File: config.mk
export PLATFORM = sky130hd
export DESIGN_NAME = opl_timer_bank
export DESIGN_NICKNAME = d
export VERILOG_FILES = /design/src/rtl/opl_timer_bank_pkg.sv /design/src/rtl/opl_timer_channel.sv /design/src/rtl/opl_timer_bank.sv
export SDC_FILE = /design/constraint.sdc
export NUM_CORES = 1
export LEC_CHECK = 0
export ABC_AREA = 1
export BUFFER_PORTS_ARGS = -buffer_cell sky130_fd_sc_hd__buf_2
export CORE_MARGIN = 1
export CORE_UTILIZATION = 25
export CTS_CLUSTER_DIAMETER = 80
export CTS_CLUSTER_SIZE = 16
export DETAILED_ROUTE_END_ITERATION = 10
export GPL_ROUTABILITY_DRIVEN = 0
export GPL_TIMING_DRIVEN = 0
export SYNTH_ARGS = -nofsm -noshare
export SYNTH_HDL_FRONTEND = slang
export SYNTH_HIERARCHICAL = 1
export SYNTH_SLANG_ARGS = --single-unit
File: constraint.sdc
create_clock -name clk -period 1.8 [get_ports clk]
set_clock_uncertainty 0.2 [all_clocks]
set_input_delay 0.18 -clock clk [delete_from_list [all_inputs] [get_ports clk]]
set_output_delay 0.18 -clock clk [all_outputs]
set_load 0.01 [all_outputs]
File: src/rtl/opl_timer_bank_pkg.sv
// Shared constants and helpers for the OPL timer bank: prescaler field width,
// status-register bit positions and a width helper for the base prescaler.
package opl_timer_bank_pkg;

    localparam int PRESCALE_W        = 8;
    localparam int REG_TIMER_WIDTH   = 8;
    localparam int STAT_IRQ_BIT      = 7;
    localparam int STAT_FLAG_LSB     = 5;

    // Bits needed to hold 0..v-1, never less than one.
    function automatic int clog2_min1(input int v);
        int w;
        w = 1;
        while ((1 << w) < v) begin
            w = w + 1;
        end
        return w;
    endfunction

endpackage

File: src/rtl/opl_timer_channel.sv
// One OPL interval timer: start edge detect, sub-prescaler, up-counter with
// reload, one-cycle overflow pulse and sticky maskable status flag.
module opl_timer_channel
    import opl_timer_bank_pkg::*;
#(
    parameter int                      TIMER_WIDTH = 8,
    parameter logic [PRESCALE_W-1:0]   PRESCALE    = 8'd1
) (
    input  logic                   clk,
    input  logic                   reset,
    input  logic                   base_tick,
    input  logic [TIMER_WIDTH-1:0] init,
    input  logic                   start,
    input  logic                   mask,
    input  logic                   irq_reset,
    output logic                   overflow,
    output logic                   flag
);

    logic                   start_q_r;
    logic [PRESCALE_W-1:0]  sub_r;
    logic [TIMER_WIDTH-1:0] cnt_r;
    logic                   overflow_r;
    logic                   flag_r;

    logic                   start_edge_s;
    logic                   sub_wrap_s;
    logic                   ch_tick_s;
    logic                   cnt_max_s;
    logic                   ov_set_s;

    // Tick and overflow decode; a start edge suppresses the tick in that cycle.
    always_comb begin
        start_edge_s = start & ~start_q_r;
        sub_wrap_s   = (sub_r == (PRESCALE - 8'd1));
        ch_tick_s    = start & start_q_r & base_tick & sub_wrap_s;
        cnt_max_s    = (cnt_r == {TIMER_WIDTH{1'b1}});
        ov_set_s     = ch_tick_s & cnt_max_s;
    end

    // Counter, sub-prescaler, overflow pulse and sticky flag.
    always_ff @(posedge clk or posedge reset) begin
        if (reset) begin
            start_q_r  <= 1'b0;
            sub_r      <= '0;
            cnt_r      <= '0;
            overflow_r <= 1'b0;
            flag_r     <= 1'b0;
        end else begin
            start_q_r  <= start;
            overflow_r <= ov_set_s;
            if (start_edge_s) begin
                cnt_r <= init;
                sub_r <= '0;
            end else if (start && base_tick) begin
                sub_r <= sub_wrap_s ? '0 : (sub_r + 8'd1);
                if (sub_wrap_s) begin
                    cnt_r <= cnt_max_s ? init : (cnt_r + TIMER_WIDTH'(1));
                end else begin
                    cnt_r <= cnt_r;
                end
            end else begin
                sub_r <= sub_r;
                cnt_r <= cnt_r;
            end
            // A new overflow beats a simultaneous clear request.
            if (ov_set_s && !mask) begin
                flag_r <= 1'b1;
            end else if (irq_reset) begin
                flag_r <= 1'b0;
            end else begin
                flag_r <= flag_r;
            end
        end
    end

    assign overflow = overflow_r;
    assign flag     = flag_r;

endmodule

File: src/rtl/opl_timer_bank.sv
// Bank of OPL-style interval timers sharing one free-running base prescaler,
// with a combined interrupt formed from the per-channel sticky flags.
module opl_timer_bank
    import opl_timer_bank_pkg::*;
#(
    parameter int                                NUM_TIMERS  = 2,
    parameter int                                TIMER_WIDTH = 8,
    parameter int                                BASE_TICK   = 2880,
    parameter logic [NUM_TIMERS*PRESCALE_W-1:0]  PRESCALE    = {8'd4, 8'd1}
) (
    input  logic                              clk,
    input  logic                              reset,
    input  logic [NUM_TIMERS*TIMER_WIDTH-1:0] init,
    input  logic [NUM_TIMERS-1:0]             start,
    input  logic [NUM_TIMERS-1:0]             mask,
    input  logic                              irq_reset,
    output logic [NUM_TIMERS-1:0]             overflow,
    output logic [NUM_TIMERS-1:0]             flag,
    output logic                              irq
);

    localparam int BASE_W = clog2_min1(BASE_TICK);
    localparam logic [BASE_W-1:0] BASE_LAST = BASE_W'(BASE_TICK - 1);

    logic [BASE_W-1:0] base_cnt_r;
    logic              base_tick_s;

    assign base_tick_s = (base_cnt_r == BASE_LAST);

    // Base prescaler runs continuously, independent of any channel start.
    always_ff @(posedge clk or posedge reset) begin
        if (reset) begin
            base_cnt_r <= '0;
        end else if (base_tick_s) begin
            base_cnt_r <= '0;
        end else begin
            base_cnt_r <= base_cnt_r + BASE_W'(1);
        end
    end

    for (genvar i = 0; i < NUM_TIMERS; i++) begin : g_ch
        opl_timer_channel #(
            .TIMER_WIDTH (TIMER_WIDTH),
            .PRESCALE    (PRESCALE[i*PRESCALE_W +: PRESCALE_W])
        ) u_ch (
            .clk       (clk),
            .reset     (reset),
            .base_tick (base_tick_s),
            .init      (init[i*TIMER_WIDTH +: TIMER_WIDTH]),
            .start     (start[i]),
            .mask      (mask[i]),
            .irq_reset (irq_reset),
            .overflow  (overflow[i]),
            .flag      (flag[i])
        );
    end

    assign irq = |flag;

endmodule

==> impl_metrics.yaml, run 1 <==
floorplanning:
  std_cell_rows: 40
  start_util_pct: 26.0
  die_height_um: 114
  core_area_um2: 12100
  die_width_um: 114
  ioPinCount: 28
  dieArea_um2: 13000
sta:
  setup_repair_after_global_routing_missed_its_margin: "yes"
  holdWs_ns: -0.00329
  finalSetupTns_ns: -0.549
  highest_clock_rate_mhz: 535
  final_max_slew_viol_count: 0
  slew_headroom_pct: 48.2
  tightestPinTransition_ns: 0.776
  min_period_ns: 1.87
  layout_worst_path_cycle_share_pct: 104
  finalHoldViolations: 1
  setup_viol: 16
  crit_path_setup_slack_layout_ns: -0.0698
setup_path:
  worst-setup-path-type: "flip-flop to flip-flop"
  timing.critical_path.from_type: "flip-flop"
  timing.rr.start: "base_cnt_r[6]"
  reg2reg_setup_slack_ns: -0.07
  worstSetupEndpoint: "g_ch[0].u_ch/cnt_r[5]"
  worst_path_most_repeated_cell: "nand2_4"
  critical-path-top-delay-family: "simple AND/OR/NAND/NOR gates"
  number_of_buffer_and_inverter_instances_along_the_worst_setup_path: 3
  critPathRequiredTime_ns: 1.83
  worstSetupPathDepth: 12
  worst_setup_path_end_kind: "flip-flop"
  worst_r2r_endpoint: "g_ch[0].u_ch/cnt_r[5]"
  setup.worst_path.start: "base_cnt_r[6]"
  highest_net_fanout_along_the_worst_path: 5
  critical-path-slowest-cell: "dfrtp_1"
  worst-r2r-cell-count: 12
  critPathArrivalTime_ns: 1.90
  crit_chain: "inv_1 > nand2_4 > nor2_4 > nand2_4 > nor2_8 > nand2_4 > inv_4 > nand3_4 > nand2_4 > buf_6 > nand3_1 > nand2_1"
  critPathMaxStageDelay_ns: 0.39
cts:
  htree_levels: 2
  clock_latency_at_the_later_pin_of_the_worst_skew_pair_ns: 0.30
  cts-root-buf: "clkbuf_16"
  cts_buffer_depth: 2
  tritoncts.num_buffers: 5
  clock_sinks: 50
  tritoncts_clock_tree: "built"
  clk_pin_slew_worst_paths_ns: 0.07
grt:
  number_of_antenna_violations_at_the_first_check_in_global_routing: 0
  grt_pass1_vias: 2700
  grt_pass1_wl_um: 12200
  globalRouteTotalUtil_pct: 11.6
  overflow: 0
  maximum_number_of_pins_on_one_net_before_global_route_repair: 20
finish:
  final_nets: 517
  fraction_of_layout_instances_using_a_drive_strength_above_1_pct: 29.9
  antenna_diodes: 0
  area_growth_from_synthesis_to_layout_pct: 30.4
  layoutNonFillerInstCount: 657
pwr:
  power.ir.vdd_worst_mv: 0.360
  p_leak_uw: 0.00211
  power_density_nw_per_um2: 763
routing:
  detailroute.via_count: 2774
  detail_route.vias_per_cell: 4.22
  average_wire_per_cell_in_the_routed_design_um: 10.8
  dr.pass1.iters: 4
  drc_viols: 0
  postRouteAntennaNets: 0
  number_of_drc_violations_after_detailed_routing_iteration_0: 135
  routed_wire_length_um: 7110
place:
  number_of_port_buffers: 27
  place_inst: 622
  detailedPlacementHpwl_um: 4900
yosys:
  average_size_of_a_mapped_cell_um2: 7.36
  postSynthCellCount: 427
  synth_largest_type_area_fraction_pct: 39.8
  synthesis.nets: 456
  synth_top_cells_by_area: "dfrtp_1, nand2_1, inv_1, nor2_1, nand3_1"
  synthDistinctLibCells: 35
  yosys_register_bits: 50
  yosysWarnings: 6
  synth.largest_area_cell: "dfrtp_1"
  netlist_area_um2: 3140
  synth_seq_area_share_pct: 39.8
run_status:
  failed_checks: "negative hold slack, negative setup slack"
  run_status: "complete, but fails checks"
run:
  drv_cap: 0
hold_path:
  worstHoldPathType: "input pin to flip-flop"
[report_power, final]
part | internal, uW | leakage (uW) | total, uW | switching [uW]
clock network | 521 | 0.0000664 | 964 | 444
logic | 312 | 0.00141 | 781 | 469
registers | 1230 | 0.000637 | 1380 | 149
[metrics by stage]
step | cell area [um^2] | total power (uW) | setup WS, ns | util, %
3_3_place_gp | 3500 | 2080 | -0.226 | 28.9
5_1_grt | 4100 | 3360 | -0.189 | 33.8
6_report | 4100 | 3130 | -0.0698 | 33.8
3_5_place_dp | 3500 | 2100 | -0.249 | 28.9
2_1_floorplan | 3160 | 1930 | -0.0305 | -
4_1_cts | 3880 | 3120 | -0.0847 | 32.1
[metal layers]
layer	GRT usage, %	vias to the layer above	routed length (um)
li1	-	1441	-
met3	1.91	6	205
met5	0	-	0
met2	20.0	39	3380
met4	3.72	0	88
met1	14.9	1288	3430
[state kept, by name (all words and copies together), names as in the netlist]
name and cells:
g_ch.u_ch/cnt_r 16, g_ch.u_ch/flag 2, g_ch.u_ch/overflow 2, g_ch.u_ch/start_q_r 2, g_ch.u_ch/sub_r 16, base_cnt_r 12
[cell families after synthesis]
kind of cell / after synthesis / synth area share [%]
simple gates: 271 / 42.0
xor+xnor: 10 / 2.79
flops: 50 / 39.8
fa+ha+maj: 6 / 2.39
compound gates: 21 / 4.34
buf+inv: 69 / 8.71
[cell type report]
| type | count | area [um^2] |
|---|---|---|
| fill | 1309 | 8010 |
| multi-input combinational | 308 | 1830 |
| sequential | 50 | 1250 |
| timing repair buffer | 54 | 375 |
| inverter | 67 | 262 |
| tap | 168 | 210 |
| clock buffer | 5 | 125 |
| clock inverter | 3 | 23.8 |
| buffer | 2 | 22.5 |
[worst register-to-register path: stages, from the launching register on]
cell     delay, ns
dfrtp_1       0.39
inv_1         0.13
nand2_4       0.07
nor2_4        0.14
nand2_4       0.08
nor2_8        0.16
nand2_4       0.08
inv_4         0.08
nand3_4       0.08
nand2_4       0.12
buf_6         0.14
nand3_1       0.08
nand2_1       0.05
[synth_stat cells]
| master | count |
|---|---|
| a21oi_1 | 4 |
| a21oi_2 | 1 |
| a31oi_1 | 1 |
| and3_1 | 1 |
| buf_6 | 2 |
| dfrtp_1 | 50 |
| ha_1 | 6 |
| inv_1 | 55 |
| inv_2 | 12 |
| nand2_1 | 139 |
| nand2_2 | 10 |
| nand2_4 | 7 |
| nand3_1 | 28 |
| nand3_2 | 4 |
| nand3b_1 | 2 |
| nand4_1 | 8 |
| nor2_1 | 40 |
| nor2_2 | 8 |
| nor2_4 | 7 |
| nor2_8 | 1 |
| nor3_1 | 8 |
| nor3_2 | 1 |
| nor3b_2 | 1 |
| nor4_1 | 2 |
| nor4_2 | 1 |
| o21a_1 | 1 |
| o21ai_0 | 8 |
| o21ai_1 | 2 |
| o21ai_2 | 2 |
| o21bai_1 | 1 |
| o21bai_4 | 1 |
| or2_1 | 1 |
| or2_2 | 2 |
| xnor2_1 | 3 |
| xor2_1 | 7 |
[placed cells by master, fill, tap and decap left out, types with 2 or more instances in the layout]
| cell | count |
|---|---|
| nor4_4 | 2 |
| a21oi_1 | 4 |
| nor2_1 | 37 |
| dfrtp_1 | 49 |
| o21ai_2 | 2 |
| inv_1 | 54 |
| nor2_4 | 11 |
| o21ai_0 | 4 |
| nand2_4 | 13 |
| xor2_1 | 7 |
| nand2_1 | 127 |
| o21ai_1 | 6 |
| buf_4 | 14 |
| nor3_2 | 4 |
| nor3_1 | 5 |
| dlygate4sd3_1 | 9 |
| nand3_1 | 18 |
| ha_1 | 5 |
| clkinvlp_4 | 2 |
| nand2_2 | 16 |
| nand3b_1 | 2 |
| buf_2 | 27 |
| inv_2 | 10 |
| inv_6 | 2 |
| clkbuf_16 | 5 |
| nand4_1 | 8 |
| nand3_2 | 13 |
| xnor2_1 | 3 |
| nor2_2 | 7 |
| inv_4 | 2 |
| or2_2 | 2 |
| buf_6 | 6 |
[worst min-delay path by stage]
stage | from | slack, ns | endpoint | depth (start not counted)
floorplan | reset | -0.16 | base_cnt_r[0] | 1
global placement | reset | 0.05 | base_cnt_r[10] | 2
detailed placement | reset | 0.05 | base_cnt_r[6] | 2
CTS | init[1] | 0.001 | g_ch[0].u_ch/cnt_r[1] | 5
global route | init[3] | 0.02 | g_ch[0].u_ch/cnt_r[3] | 5
finish | init[0] | -0.003 | g_ch[0].u_ch/cnt_r[0] | 5
[what timing repair did]
action	CTS	global route
pin swaps	12	23
hold buffers	9	0
gates cloned	2	0
setup endpoints to repair	34	32
resized for setup	20	36
hold endpoints to repair	57	0
buffers inserted	8	8
Note: power is estimated with default switching activity, not from simulation.
==> inputs of run 2 (changes only) <==
--- a/config.mk
+++ b/config.mk
@@ -14,6 +14,7 @@
 export DETAILED_ROUTE_END_ITERATION = 10
 export GPL_ROUTABILITY_DRIVEN = 0
 export GPL_TIMING_DRIVEN = 0
+export MAX_ROUTING_LAYER = met4
 export SYNTH_ARGS = -nofsm -noshare
 export SYNTH_HDL_FRONTEND = slang
 export SYNTH_HIERARCHICAL = 1
==> run 2 against run 1 <==
Effect of this change: the flow still finishes with violations (negative hold slack, negative setup slack); worst hold slack better by 0.00090 ns; non-clock buffer count unchanged; sequential cell count unchanged; register-to-register slack about the same; sequential power about the same; wire length down 0.21%; cell count unchanged; via count about the same; clock-buffer cell count unchanged; largest cell class unchanged; largest power group unchanged; highest routed layer unchanged.
==> impl_metrics.yaml, run 2 (synthesis results as in run 1) <==
routing:
  routed_wire_length_um: 7100
  postRouteAntennaNets: 0
  drc_viols: 0
  average_wire_per_cell_in_the_routed_design_um: 10.8
  number_of_drc_violations_after_detailed_routing_iteration_0: 131
  detailroute.via_count: 2773
  detail_route.vias_per_cell: 4.22
  dr.pass1.iters: 4
setup_path:
  crit_chain: "inv_1 > nand2_4 > nor2_4 > nand2_4 > nor2_8 > nand2_4 > inv_4 > nand3_4 > nand2_4 > buf_6 > nand3_1 > nand2_1"
  number_of_buffer_and_inverter_instances_along_the_worst_setup_path: 3
  critPathArrivalTime_ns: 1.89
  worst-setup-path-type: "flip-flop to flip-flop"
  critPathRequiredTime_ns: 1.83
  worst_path_most_repeated_cell: "nand2_4"
  critical-path-slowest-cell: "dfrtp_1"
  worst_setup_path_end_kind: "flip-flop"
  timing.critical_path.from_type: "flip-flop"
  highest_net_fanout_along_the_worst_path: 5
  critPathMaxStageDelay_ns: 0.39
  critical-path-top-delay-family: "simple AND/OR/NAND/NOR gates"
cts:
  htree_levels: 2
  clock_sinks: 50
  tritoncts_clock_tree: "built"
  clock_latency_at_the_later_pin_of_the_worst_skew_pair_ns: 0.30
  cts-root-buf: "clkbuf_16"
  clk_pin_slew_worst_paths_ns: 0.07
  tritoncts.num_buffers: 5
  cts_buffer_depth: 2
run:
  drv_cap: 0
floorplanning:
  start_util_pct: 26.0
  std_cell_rows: 40
  ioPinCount: 28
  dieArea_um2: 13000
  die_width_um: 114
  core_area_um2: 12100
  die_height_um: 114
grt:
  groute.layer.met1.usage_pct: 14.9
  overflow: 0
  globalRouteTotalUtil_pct: 11.9
  number_of_antenna_violations_at_the_first_check_in_global_routing: 0
  busiest_layer: "met2"
  grt_pass1_vias: 2701
  grt_pass1_wl_um: 12200
  maximum_number_of_pins_on_one_net_before_global_route_repair: 20
  grt_use_met2_pct: 20.0
  met3_usage_pct: 1.64
pwr:
  p_leak_uw: 0.00211
  power_density_nw_per_um2: 763
  power.total_uw: 3130
  power.ir.vdd_worst_mv: 0.359
sta:
  tightestPinTransition_ns: 0.777
  layout_worst_path_cycle_share_pct: 104
  min_period_ns: 1.87
  holdWs_ns: -0.00239
  highest_clock_rate_mhz: 535
  setup_viol: 16
  slew_headroom_pct: 48.1
  crit_path_setup_slack_layout_ns: -0.0688
  setup_repair_after_global_routing_missed_its_margin: "yes"
  finalHoldViolations: 1
  final_max_slew_viol_count: 0
finish:
  fin_area_um2: 4100
  antenna_diodes: 0
  final_nets: 517
  largestRegisters: "g_ch.u_ch/cnt_r x16, g_ch.u_ch/sub_r x16, base_cnt_r x12"
  fraction_of_layout_instances_using_a_drive_strength_above_1_pct: 29.9
  area_growth_from_synthesis_to_layout_pct: 30.4
  mostFrequentLayoutCell: "nand2_1"
  n_fill_cell: 1309
  most-common-layout-cells: "nand2_1, inv_1, dfrtp_1"
place:
  postPlaceCellArea_um2: 3500
  number_of_port_buffers: 27
  detailedPlacementHpwl_um: 4900
run_status:
  failed_checks: "negative hold slack, negative setup slack"
  run_status: "complete, but fails checks"
hold_path:
  worstHoldPathType: "input pin to flip-flop"
run 2: cell type report:
type / instances / area (um^2) / share of cell area (%)
Multi-Input combinational cell: 308 / 1830 / 44.6
Clock buffer: 5 / 125 / 3.05
Tap cell: 168 / 210 / 5.13
Timing Repair Buffer: 54 / 375 / 9.16
Clock inverter: 3 / 23.8 / 0.580
Inverter: 67 / 262 / 6.38
Sequential cell: 50 / 1250 / 30.6
Buffer: 2 / 22.5 / 0.549
run 2: through the flow:
stage	instances	setup WS (ns)	setup TNS [ns]	util [%]
floorplan	427	-0.0305	-0.253	-
global placement	622	-0.226	-5.26	28.9
detailed placement	622	-0.249	-6.04	28.9
CTS	649	-0.0847	-1.01	32.1
global route	657	-0.189	-3.41	33.8
finish	657	-0.0688	-0.522	33.8
run 2: worst min-delay path, delay by kind of cell:
| kind | cells | cell delay, ns |
|---|---|---|
| AO/OA/AOI/OAI | 1 | 0.04 |
| buffers and inverters | 1 | 0.08 |
| AND/OR/NAND/NOR | 3 | 0.15 |
run 2: metal layers:
metal / part of all wire, % / vias up
li1: - / 1441
met1: 49 / 1287
met2: 48 / 39
met3: 2.5 / 6
met4: 1.2 / 0
met5: 0 / -
run 2: where the power goes:
part	switching [uW]	internal [uW]	total [uW]
clock	442	521	962
combinational	469	312	780
sequential	149	1230	1380
run 2: worst paths after layout:
check | start | to | slack [ns] | cells past startpoint
worst max-delay path | base_cnt_r[6] | g_ch[0].u_ch/cnt_r[5] | -0.07 | 12
worst min-delay path | init[0] | g_ch[0].u_ch/cnt_r[0] | -0.002 | 5
worst max register to register | base_cnt_r[6] | g_ch[0].u_ch/cnt_r[5] | -0.07 | 12
worst min register to register | g_ch[1].u_ch/cnt_r[1] | g_ch[1].u_ch/cnt_r[1] | 0.31 | 2
max in group asynchronous | reset | g_ch[1].u_ch/sub_r[5] | 0.51 | 3
min in group asynchronous | reset | base_cnt_r[2] | 0.27 | 3
run 2: timing repair:
item                       CTS  global route
hold endpoints to repair    57             0
hold buffers                 9             0
pin swaps                   12            23
gates resized for setup     20            36
cloned                       2             0
setup endpoints to repair   34            32
buffers inserted             8             8
